[src/rtl/multdiv_iter.sv]
// multdiv_iter: iterative signed 32-bit multiply / divide unit.
// One operation in flight. Fixed latency of 33 cycles from the start edge to
// the registered result: 1 launch edge, 32 iteration edges (shift-add for
// MULT, restoring division for DIV), then one DONE edge that applies the sign
// fix and raises data_resultRDY for exactly one cycle.
// Handshake: the start pulses (ctrl_MULT / ctrl_DIV) are accepted only in IDLE.
// The caller must hold off while busy is high. Each accepted start produces
// exactly one data_resultRDY pulse unless reset aborts the operation.
module multdiv_iter (
    input  logic        clock,
    input  logic        reset,
    input  logic        ctrl_MULT,
    input  logic        ctrl_DIV,
    input  logic [31:0] data_operandA,
    input  logic [31:0] data_operandB,
    output logic [31:0] data_result,
    output logic        data_exception,
    output logic        data_resultRDY,
    output logic        busy,
    output logic [1:0]  dbg_state
);

    typedef enum logic [1:0] {
        IDLE = 2'd0,
        RUN  = 2'd1,
        DONE = 2'd2
    } state_t;

    state_t      state;
    logic [4:0]  cnt;
    logic        is_mult;
    logic        neg;       // result sign: operand signs differ
    logic        b_zero;    // divisor was zero
    logic [31:0] acc_hi;    // MULT: product high half / DIV: partial remainder
    logic [31:0] acc_lo;    // MULT: product low half + multiplier / DIV: quotient + dividend
    logic [31:0] opnd;      // MULT: multiplicand magnitude / DIV: divisor magnitude

    logic [31:0] mag_a;
    logic [31:0] mag_b;
    logic [32:0] mult_sum;
    logic [32:0] div_sh;
    logic [32:0] div_sub;
    logic [63:0] prod_mag;
    logic [63:0] prod_s;
    logic [31:0] quo_s;

    assign dbg_state = state;

    // Operand magnitudes, one iteration step for each op, and the sign fix.
    // |0x80000000| comes out as unsigned 0x80000000, which is what we want.
    always_comb begin
        mag_a    = data_operandA[31] ? (32'd0 - data_operandA) : data_operandA;
        mag_b    = data_operandB[31] ? (32'd0 - data_operandB) : data_operandB;
        mult_sum = {1'b0, acc_hi} + (acc_lo[0] ? {1'b0, opnd} : 33'd0);
        div_sh   = {acc_hi, acc_lo[31]};
        div_sub  = div_sh - {1'b0, opnd};
        prod_mag = {acc_hi, acc_lo};
        prod_s   = neg ? (64'd0 - prod_mag) : prod_mag;
        quo_s    = neg ? (32'd0 - acc_lo) : acc_lo;
    end

    // Control FSM, datapath iteration and registered outputs.
    always_ff @(posedge clock or negedge reset) begin
        if (!reset) begin
            state          <= IDLE;
            cnt            <= 5'd0;
            is_mult        <= 1'b0;
            neg            <= 1'b0;
            b_zero         <= 1'b0;
            acc_hi         <= 32'd0;
            acc_lo         <= 32'd0;
            opnd           <= 32'd0;
            data_result    <= 32'd0;
            data_exception <= 1'b0;
            data_resultRDY <= 1'b0;
            busy           <= 1'b0;
        end else begin
            data_resultRDY <= 1'b0;
            case (state)
                IDLE: begin
                    if (ctrl_MULT || ctrl_DIV) begin
                        // MULT wins when both starts arrive together
                        is_mult <= ctrl_MULT;
                        neg     <= data_operandA[31] ^ data_operandB[31];
                        b_zero  <= (data_operandB == 32'd0);
                        acc_hi  <= 32'd0;
                        acc_lo  <= ctrl_MULT ? mag_b : mag_a;
                        opnd    <= ctrl_MULT ? mag_a : mag_b;
                        cnt     <= 5'd0;
                        busy    <= 1'b1;
                        state   <= RUN;
                    end
                end
                RUN: begin
                    if (is_mult) begin
                        acc_hi <= mult_sum[32:1];
                        acc_lo <= {mult_sum[0], acc_lo[31:1]};
                    end else if (!div_sub[32]) begin
                        acc_hi <= div_sub[31:0];
                        acc_lo <= {acc_lo[30:0], 1'b1};
                    end else begin
                        acc_hi <= div_sh[31:0];
                        acc_lo <= {acc_lo[30:0], 1'b0};
                    end
                    cnt <= cnt + 5'd1;
                    if (cnt == 5'd31) begin
                        state <= DONE;
                    end
                end
                DONE: begin
                    if (is_mult) begin
                        data_result    <= prod_s[31:0];
                        data_exception <= (prod_s[63:32] != {32{prod_s[31]}});
                    end else if (b_zero) begin
                        data_result    <= 32'd0;
                        data_exception <= 1'b1;
                    end else begin
                        data_result    <= quo_s;
                        // only INT_MIN / -1 yields a positive quotient >= 2^31
                        data_exception <= !neg && acc_lo[31];
                    end
                    data_resultRDY <= 1'b1;
                    busy           <= 1'b0;
                    state          <= IDLE;
                end
                default: begin
                    state <= IDLE;
                    busy  <= 1'b0;
                end
            endcase
        end
    end

endmodule

[config.mk]
export PLATFORM = sky130hd
export DESIGN_NAME = multdiv_iter
export DESIGN_NICKNAME = d
export VERILOG_FILES = /design/src/rtl/multdiv_iter.sv
export SDC_FILE = /design/constraint.sdc
export NUM_CORES = 1
export LEC_CHECK = 0
export ABC_AREA = 1
export CAP_MARGIN = 20
export CELL_PAD_IN_SITES_DETAIL_PLACEMENT = 1
export CELL_PAD_IN_SITES_GLOBAL_PLACEMENT = 2
export CORE_UTILIZATION = 33
export CTS_BUF_LIST = sky130_fd_sc_hd__clkbuf_8
export DETAILED_ROUTE_END_ITERATION = 10
export PLACE_DENSITY = 0.87
export SLEW_MARGIN = 0
export SYNTH_ARGS = -nofsm -noshare
export SYNTH_HDL_FRONTEND = slang
export SYNTH_SLANG_ARGS = --single-unit
[constraint.sdc]
create_clock -name clock -period 3.1 [get_ports clock]
set_input_delay 0.31 -clock clock [delete_from_list [all_inputs] [get_ports clock]]
set_output_delay 0.31 -clock clock [all_outputs]
set_load 0.01 [all_outputs]
==> results.cfg <==
[route]
routed_wl_microns = 72600
drtIter0Drc = 1672
num_vias = 18284
firstDrtPassIters = 7
routedWlPerCell_microns = 21.8
postRouteAntennaNets = 0
drc = 0
via_per_inst = 5.50

[power]
power_mw = 24.2
p_int_mw = 9.78
power.share.clock_pct = 6.8
p_sw_share_pct = 59.6
power_density_mw_per_mm2 = 1330
p_seq_share_pct = 16.0
peakVddDrop_v = 0.000491
p_switching_mw = 14.4
power_frac_comb_pct = 77.2
cellLeakagePower_nw = 8.85

[worst_setup_path]
cp_max_fo = 11
cp_top_family = simple AND/OR/NAND/NOR gates
worstPathArrival_ns = 3.39
critPathMaxStageDelay_ns = 0.50
reg2reg_from = acc_hi[19]
start_kind = flop
cpMaxStageDelayCell = dfrtp_1
r2r_slack_ns = 0.15
reg2reg_depth = 16
cpMostUsedCell = nand2_1
crit_chain = ha_1 > nand2_1 > nor2_1 > inv_1 > o21ai_1 > a31oi_1 > buf_4 > nand2_1 > nand2_2 > nand2_4 > buf_12 > buf_4 > nand3_2 > nand3_1 > nand3_1 > nand2_1
cp_num_buf_inv = 4
r2r-end = acc_hi[18]
critPathKind = flop to flop
required_ns = 3.54
crit_path_end_kind = flop

[grt]
grt_max_degree = 71
gr-total-overflow = 0
antenna_found_initial = 0
grt_pass1_wl_microns = 110000
grt_pass1_vias = 18324
grt_use_total_pct = 30.5

[timing]
setup_ws_ns = 0.151
slew_viol_final = 0
fin_crit_sh_pct = 95.1
slew_headroom_pct = 45.4
fin_worst_skew_ns = 0.0304
hold_violations = 0
setup_violations = 0
rsz0062_at_grt = false
fin_hold_ws_ns = 0.390
fin_crit_ns = 2.95
worstMarginPinSlew_ns = 0.810
max_freq_mhz = 339

[layout]
nFillCells = 6163
final_cell_mix = nand2_1, inv_1, nor2_1
nNetsFinal = 2850
area_growth_pct = 18.1
drive_gt1_share_pct = 8.00
layout_commonest_cell = nand2_1
num_antenna_cells = 0

[floorplan]
core_sq_mm = 0.0457
die_area_sq_mm = 0.0476
die_x_microns = 218
ios = 105
start_util_pct = 33.7
die_h_microns = 218
rows = 78

[synth]
postSynthAreaPerCell_sq_um = 6.02
synth_seq_cells = 141
synth_nets = 2698
ys_seq_area_share_pct = 22.9
synth_area_sq_mm = 0.0154
synthDistinctLibCells = 59
async_reset_ff_share_pct = 100
syn_inst = 2559
yosys_warnings = 0
synth-main-ff-cell = dfrtp_1
synth_edf_count = 0

[placement]
gp_congestion = 1.04
io_buffer_count = 104
pre_cts_slack_ns = -0.0528
hpwl_microns = 60700

[clock_tree]
cts-root-buf = clkbuf_8
cts_tree = yes
cts_sinks = 141
cts_max_level = 4
path_clk_slew_ns = 0.12
cts_buffers = 17
clk_latency_ns = 0.52
cts_max_path_buffers = 2
post_cts_buffers = 0

[hold_path]
hold_path_class = primary input to asynchronous set/reset pin

[flow_run]
maxCapViolCount = 0

[status]
status = finished clean
-- through the flow --
step | util (%) | instance area [sq um] | TNS [ns] | std cells
after detailed placement | 38.9 | 17700 | -0.0528 | 3291
after global placement | 38.9 | 17700 | 0 | 3291
after floorplan | - | 15400 | 0 | 2559
after CTS | 39.8 | 18200 | 0 | 3324
after global routing | 39.8 | 18200 | 0 | 3324
final | 39.8 | 18200 | 0 | 3324
-- metal layers --
| layer | part of all wire (%) | global-route usage, % | wire, microns |
|---|---|---|---|
| met5 | 0 | 0 | 0 |
| met4 | 2.4 | 8.76 | 1770 |
| met3 | 5.9 | 2.87 | 4320 |
| met2 | 45 | 48.9 | 33000 |
| met1 | 46 | 43.2 | 33500 |
-- registers in the layout, summed over array words and instances, names as in the netlist --
register	count
acc_hi	32
acc_lo	32
b_zero	1
busy	1
cnt	5
data_exception	1
data_result	32
data_resultRDY	1
dbg_state	2
is_mult	1
neg	1
opnd	32
-- power groups by stage --
stage	sequential, mW	clock, mW	combinational [mW]
2_1_floorplan	3.46	0	11.4
3_3_place_gp	3.81	0	17.8
6_report	3.86	1.64	18.7
3_5_place_dp	3.84	0	18.2
4_1_cts	3.81	1.66	18.3
5_1_grt	3.92	1.72	20.3
-- layout make-up --
| class | instances | area (sq um) | area share [%] |
|---|---|---|---|
| clock buffer | 17 | 234 | 1.29 |
| clock inverter | 15 | 171 | 0.943 |
| inverter | 342 | 1290 | 7.07 |
| multi-input combinational | 1992 | 10200 | 56.3 |
| sequential | 141 | 3530 | 19.4 |
| tap | 600 | 751 | 4.13 |
| timing repair buffer | 217 | 1980 | 10.9 |
-- cells in the mapped netlist (10+ instances only) --
master	instances	area [sq um]
xor2_1	69	604
o21ai_0	176	881
nor2_1	307	1150
nand2_1	725	2720
nand3b_1	12	90.1
o21bai_1	19	143
xnor2_1	18	158
a31oi_1	32	200
nand2_2	13	81.3
a21oi_1	152	761
ha_1	69	863
nand3_1	184	921
nor3_1	26	130
dfrtp_1	141	3530
o21ai_1	16	80.1
clkbuf_1	59	221
a32o_1	10	100
nand4_1	24	150
o221ai_1	18	158
o211ai_1	30	225
buf_2	10	50.1
inv_1	334	1250
-- what timing repair did --
action                     CTS  global route
hold buffers                 1             0
hold endpoints to repair    63             0
gates resized for setup      0             9
setup endpoints to repair    0            19
-- worst max path at each step --
stage	startpoint	to	depth (start not counted)	slack, ns
after floorplan	acc_lo[0]	acc_hi[27]	19	0.41
after global placement	acc_lo[0]	acc_hi[31]	13	0.07
after detailed placement	data_operandB[0]	acc_lo[22]	13	-0.05
after CTS	acc_lo[0]	acc_hi[31]	13	0.06
after global routing	acc_lo[0]	acc_hi[19]	17	0.002
final	acc_hi[19]	acc_hi[18]	16	0.15
-- worst reg2reg max path, delay by kind of cell (launching register included) --
family	cells	cell delay [ns]
AO/OA/AOI/OAI	2	0.40
adder cells (fa/ha/maj)	1	0.45
AND/OR/NAND/NOR	9	0.94
buffers and inverters	4	0.60
flip-flops	1	0.50
-- cells by family (layout without fill, tap and decap cells) --
logic type                 count (synthesis)  after routing  share of synthesized area (%)
AOI/OAI and AO/OA                        504            504                           19.4
xor gates and xnor gates                  87             87                           4.95
adders and majority gates                 71             71                           5.86
buffers and inverters                    426            591                           10.8
DFF                                      141            141                           22.9
and+or+nand+nor                         1330           1330                           36.0
No activity file was read; power rests on OpenSTA's default activity.
